===== src/rtl/alu_arbiter.sv =====
// Shares one Gumnut ALU between requester A and requester B over req/ack handshakes,
// keeping per-requester result and carry/zero flags. ALU_ARB_FIXED_PRIO_EN selects fixed A priority.
module alu_arbiter (
    input  logic       clk_i,
    input  logic       rst_i,
    input  logic       reqa_i,
    input  logic [3:0] opa_i,
    input  logic [7:0] rsa_i,
    input  logic [7:0] op2a_i,
    input  logic [2:0] counta_i,
    output logic       acka_o,
    output logic [7:0] resa_o,
    output logic       carrya_o,
    output logic       zeroa_o,
    input  logic       reqb_i,
    input  logic [3:0] opb_i,
    input  logic [7:0] rsb_i,
    input  logic [7:0] op2b_i,
    input  logic [2:0] countb_i,
    output logic       ackb_o,
    output logic [7:0] resb_o,
    output logic       carryb_o,
    output logic       zerob_o,
    output logic [7:0] alu_rs_o,
    output logic [7:0] alu_op2_o,
    output logic [3:0] alu_op_o,
    output logic       alu_carry_o,
    output logic [2:0] alu_count_o,
    input  logic [7:0] alu_res_i,
    input  logic       alu_carry_i,
    input  logic       alu_zero_i,
    output logic       busy_o
);

    localparam int unsigned DW = 8;
    localparam int unsigned OW = 4;
    localparam int unsigned CW = 3;
    localparam logic        SEL_A = 1'b0;
    localparam logic        SEL_B = 1'b1;

    typedef enum logic [1:0] {
        S_IDLE  = 2'd0,
        S_ISSUE = 2'd1,
        S_DONE  = 2'd2
    } state_t;

    state_t r_state;
    logic   r_win;
    logic   w_any_req;
    logic   w_grant_b;

    assign w_any_req = reqa_i | reqb_i;

`ifdef ALU_ARB_FIXED_PRIO_EN
    assign w_grant_b = reqb_i & ~reqa_i;
`else
    logic r_last_grant;
    // On a tie, grant whoever did not win last time.
    assign w_grant_b = reqb_i & (~reqa_i | (r_last_grant == SEL_A));
`endif

    always_ff @(posedge clk_i) begin
        if (rst_i) begin
            r_state     <= S_IDLE;
            r_win       <= SEL_A;
`ifndef ALU_ARB_FIXED_PRIO_EN
            r_last_grant <= SEL_B;
`endif
            acka_o      <= 1'b0;
            ackb_o      <= 1'b0;
            resa_o      <= '0;
            resb_o      <= '0;
            carrya_o    <= 1'b0;
            zeroa_o     <= 1'b0;
            carryb_o    <= 1'b0;
            zerob_o     <= 1'b0;
            alu_rs_o    <= '0;
            alu_op2_o   <= '0;
            alu_op_o    <= '0;
            alu_carry_o <= 1'b0;
            alu_count_o <= '0;
            busy_o      <= 1'b0;
        end else begin
            case (r_state)
                S_IDLE: begin
                    if (w_any_req) begin
                        r_win <= w_grant_b;
`ifndef ALU_ARB_FIXED_PRIO_EN
                        r_last_grant <= w_grant_b;
`endif
                        alu_op_o    <= w_grant_b ? OW'(opb_i)    : OW'(opa_i);
                        alu_rs_o    <= w_grant_b ? DW'(rsb_i)    : DW'(rsa_i);
                        alu_op2_o   <= w_grant_b ? DW'(op2b_i)   : DW'(op2a_i);
                        alu_count_o <= w_grant_b ? CW'(countb_i) : CW'(counta_i);
                        // Carry-in comes from the winner's own flag so carry chains stay per port.
                        alu_carry_o <= w_grant_b ? carryb_o : carrya_o;
                        busy_o      <= 1'b1;
                        r_state     <= S_ISSUE;
                    end
                end
                S_ISSUE: begin
                    if (r_win == SEL_B) begin
                        resb_o   <= alu_res_i;
                        carryb_o <= alu_carry_i;
                        zerob_o  <= alu_zero_i;
                        ackb_o   <= 1'b1;
                    end else begin
                        resa_o   <= alu_res_i;
                        carrya_o <= alu_carry_i;
                        zeroa_o  <= alu_zero_i;
                        acka_o   <= 1'b1;
                    end
                    r_state <= S_DONE;
                end
                S_DONE: begin
                    acka_o  <= 1'b0;
                    ackb_o  <= 1'b0;
                    busy_o  <= 1'b0;
                    r_state <= S_IDLE;
                end
                default: begin
                    acka_o  <= 1'b0;
                    ackb_o  <= 1'b0;
                    busy_o  <= 1'b0;
                    r_state <= S_IDLE;
                end
            endcase
        end
    end

endmodule

===== config.mk =====
export PLATFORM = sky130hd
export DESIGN_NAME = alu_arbiter
export DESIGN_NICKNAME = d
export VERILOG_FILES = /design/src/rtl/alu_arbiter.sv
export SDC_FILE = /design/constraint.sdc
export NUM_CORES = 1
export LEC_CHECK = 0
export CORE_UTILIZATION = 25
export DETAILED_ROUTE_END_ITERATION = 16
export RECOVER_POWER = 50
export SYNTH_ARGS = -nofsm -noshare
export SYNTH_HDL_FRONTEND = slang
export SYNTH_SLANG_ARGS = --single-unit
export TNS_END_PERCENT = 30

===== constraint.sdc =====
create_clock -name clk_i -period 1.3 [get_ports clk_i]
set_input_delay 0.26 -clock clk_i [delete_from_list [all_inputs] [get_ports clk_i]]
set_output_delay 0.26 -clock clk_i [all_outputs]
set_load 0.01 [all_outputs]

==> summary.md <==
| Metric | Value |
|---|---|
| Status | `complete, no violations` |
| Nets@finish | `408` |
| Die height | `96.4 µm` |
| Crit start category | `flop` |
| CTS Buf Count | `5` |
| Crit-path cells | `dlygate4sd2_1` |
| Number of flops mapped to enable cells by yosys | `0` |
| Vias/cell | `about 4.6` |
| Post-route DRC | `0` |
| Internal | `~2.9 mW` |
| CP max FO | `2` |
| Max-cap viol count | `0` |
| Top Ports | `~110` |
| Register area share after synthesis | `between 40% and 50%` |
| Finish-stage setup viols | `0` |
| Clk root buf | `clkbuf_8` |
| Leak pwr | `1.64 nW` |
| Initial Utilization | `25.7%` |
| Clk sink count | `a little over 50` |
| Routed via count | `2088` |
| Worst hold slack | `about 370 ps` |
| Cell Area, Synth | `2230 µm²` |
| Prevailing post-synth register cell | `dfxtp_1` |
| Max VDD drop | `0.542 mV` |
| Drt pass-1 iters | `4` |
| CP arrival | `980 ps` |
| Psw | `1.12 mW` |
| Detailed Route WL | `~6600 µm` |
| Tot GR Track Use | `14.3%` |
| R2r worst-path depth | `5` |
| Critical path's slowest cell | `dfxtp_1` |
| Largest net degree at the start of global routing | `38` |
| Worst path required time | `1040 ps` |
| P&R area growth vs syn | `65.6%` |
| Dpl cell area | `3510 µm²` |
| Worst-case clock buffer depth | `2` |
| GRT overflow | `0` |
| Period Utilization, post-route | `95.0%` |
| RSZ-0062 raised after global routing | `false` |
| First-iteration detailed-routing DRC count | `62` |
| Port bufs | `106` |
| Synth Register Bits | `51` |
| Clock tree from TritonCTS | `built` |
| Die W | `96.4 µm` |
| Design Area, Final | `between 3000 and 4000 µm²` |
| Setup crit end kind | `primary output` |
| Max stage delay on crit path | `360 ps` |
| Fin crit period | `1240 ps` |
| Fraction of layout cells with a size suffix above 1 | `18.1%` |
| Pwr dens | `1080 nW/µm²` |
| DR WL/cell | `about 14 µm` |
| CP top delay family | `flip-flops` |
| Post-synth cell types | `22` |
| Finished Layout Cells | `457` |
| Worst min path class | `input port to flop` |
| Antenna violations before repair | `0` |
| WP buf/inv | `1` |
| Hold path depth | `3` |
| First-pass GRT wire length | `~10000 µm` |
| Synth warn | `0` |
| HPWL after DPL | `4610 µm` |
| Sequential share of power | `between 40% and 50%` |
| H-Tree Level Count | `2` |
| Die Area | `9290 µm²` |
| Ant. Diodes | `0` |
| Vias in the first global route | `around 2100` |
| Core ar. | `between 8000 and 9000 µm²` |
| Clk_skew | `8.20 ps` |
| CP Depth | `1` |
| Crit path kind | `flop to primary output` |
| Syn nets | `290` |
| Final-report max-slew violation count | `0` |
| Hold Fails Final Rpt | `0` |
| Worst-Margin Slew | `approximately 300 ps` |
| Sw Ratio | `approximately 28%` |
| Combinational group share of total power | `27.6%` |
| Row count | `34` |
| Syn_area_per_cell | `9.69 µm²` |
| Latest clock arrival within the worst-skew pair | `300 ps` |
| Routed Antenna Nets | `0` |
| Synthesized netlist cell count | `230` |
| Relative slew slack | `about four fifths` |
| Dpl cells | `443` |
| Clock group share of total power | `28.2%` |
| GP Congestion | `0.686` |
| Most frequent cells in the layout | `56 x clkdlybuf4s50_1, 51 x nand2_1, 50 x dfxtp_1, 49 x dlygate4sd2_1, 27 x a21oi_1` |
| FMAX | `809 MHz` |
| Clock transition at the registers of the reported paths | `100 ps` |
| Fraction of registers with async set/reset | `0%` |
| Most common cell after layout, fill and taps aside | `clkdlybuf4s50_1` |
| Fill cells | `912` |
==> sequential cells by signal, indices dropped and copies added, names as in the netlist, 2 cells and up <==
signal	cells
alu_count_o	3
alu_op2_o	8
alu_op_o	4
alu_rs_o	8
r_state	2
resa_o	8
resb_o	8
==> what timing repair did <==
| action | in CTS | in global routing |
|---|---|---|
| pin swaps | 4 | 0 |
| buffers inserted | 3 | 0 |
| hold buffers | 0 | 0 |
| endpoints found under the setup margin | 71 | 11 |
| gates resized for setup | 54 | 5 |
| gates cloned | 3 | 0 |
==> power groups by stage <==
| stage | sequential [mW] | clock [mW] | combinational, mW |
|---|---|---|---|
| 6_report | 1.76 | 1.13 | 1.10 |
| 3_3_place_gp | 1.80 | 0 | 1.09 |
| 2_1_floorplan | 1.86 | 0 | 0.470 |
| 4_1_cts | 1.76 | 1.17 | 1.10 |
| 5_1_grt | 1.78 | 1.21 | 1.19 |
| 3_5_place_dp | 1.80 | 0 | 1.10 |
==> metrics by stage <==
stage                     power (mW)  TNS, ps  util (%)  setup WS (ps)
final                           3.99        0      42.5           64.5
after floorplan                 2.33        0         -           93.4
after detailed placement        2.90   -15080      40.4           -598
after global placement          2.89   -13960      40.4           -538
after CTS                       4.04        0      42.3           37.4
after global routing            4.19        0      42.5          0.234
==> layout make-up <==
class | instances | area [µm²] | area share [%]
clock buffer | 5 | 68.8 | 1.86
clock inverter | 3 | 46.3 | 1.25
inverter | 1 | 3.75 | 0.102
multi-input combinational | 160 | 1110 | 30.0
sequential | 51 | 1020 | 27.7
tap | 108 | 135 | 3.66
timing repair buffer | 129 | 1310 | 35.5
==> metal layers <==
layer  up-vias  GRT usage (%)  routed length (µm)  part of all wire [%]
met5         -              0                   0                     0
met4         0           1.84                   0                     0
met3         0           6.18                 690                    10
met2        78           24.3                3030                    46
met1       966           17.2                2910                    44
li1       1044              -                   -                     -
==> synthesized netlist by cell type, drive strengths merged, types with 2 or more instances <==
cell / instances / share of area (%)
dfxtp: 51 / 46
nor2: 25 / 4.9
buf: 13 / 4.9
a21oi: 28 / 6.5
nand2: 51 / 8.6
a311oi: 24 / 15
clkbuf: 6 / 1.0
o21ai: 2 / 0.45
nor3b: 2 / 0.90
mux2i: 20 / 9.0
or2: 2 / 0.56
nand3b: 2 / 0.67
==> kinds of logic (layout without fill, tap and decap cells) <==
kind of cell / count (synthesis) / count (layout) / synth area share, %
muxes: 20 / 20 / 8.98
buffers and inverters: 20 / 138 / 6.12
AOI/OAI and AO/OA: 56 / 56 / 23.2
DFF: 51 / 51 / 45.8
and+or+nand+nor: 83 / 84 / 15.8
==> final timing paths <==
path,end,from,slack (ps)
setup reg to reg,alu_count_o[1],r_state[1],80
hold reg to reg,ackb_o,ackb_o,470
hold / removal,ackb_o,rst_i,370
setup / recovery,alu_op2_o[0],alu_op2_o[0],60
Power figures use the tool's default switching activity.
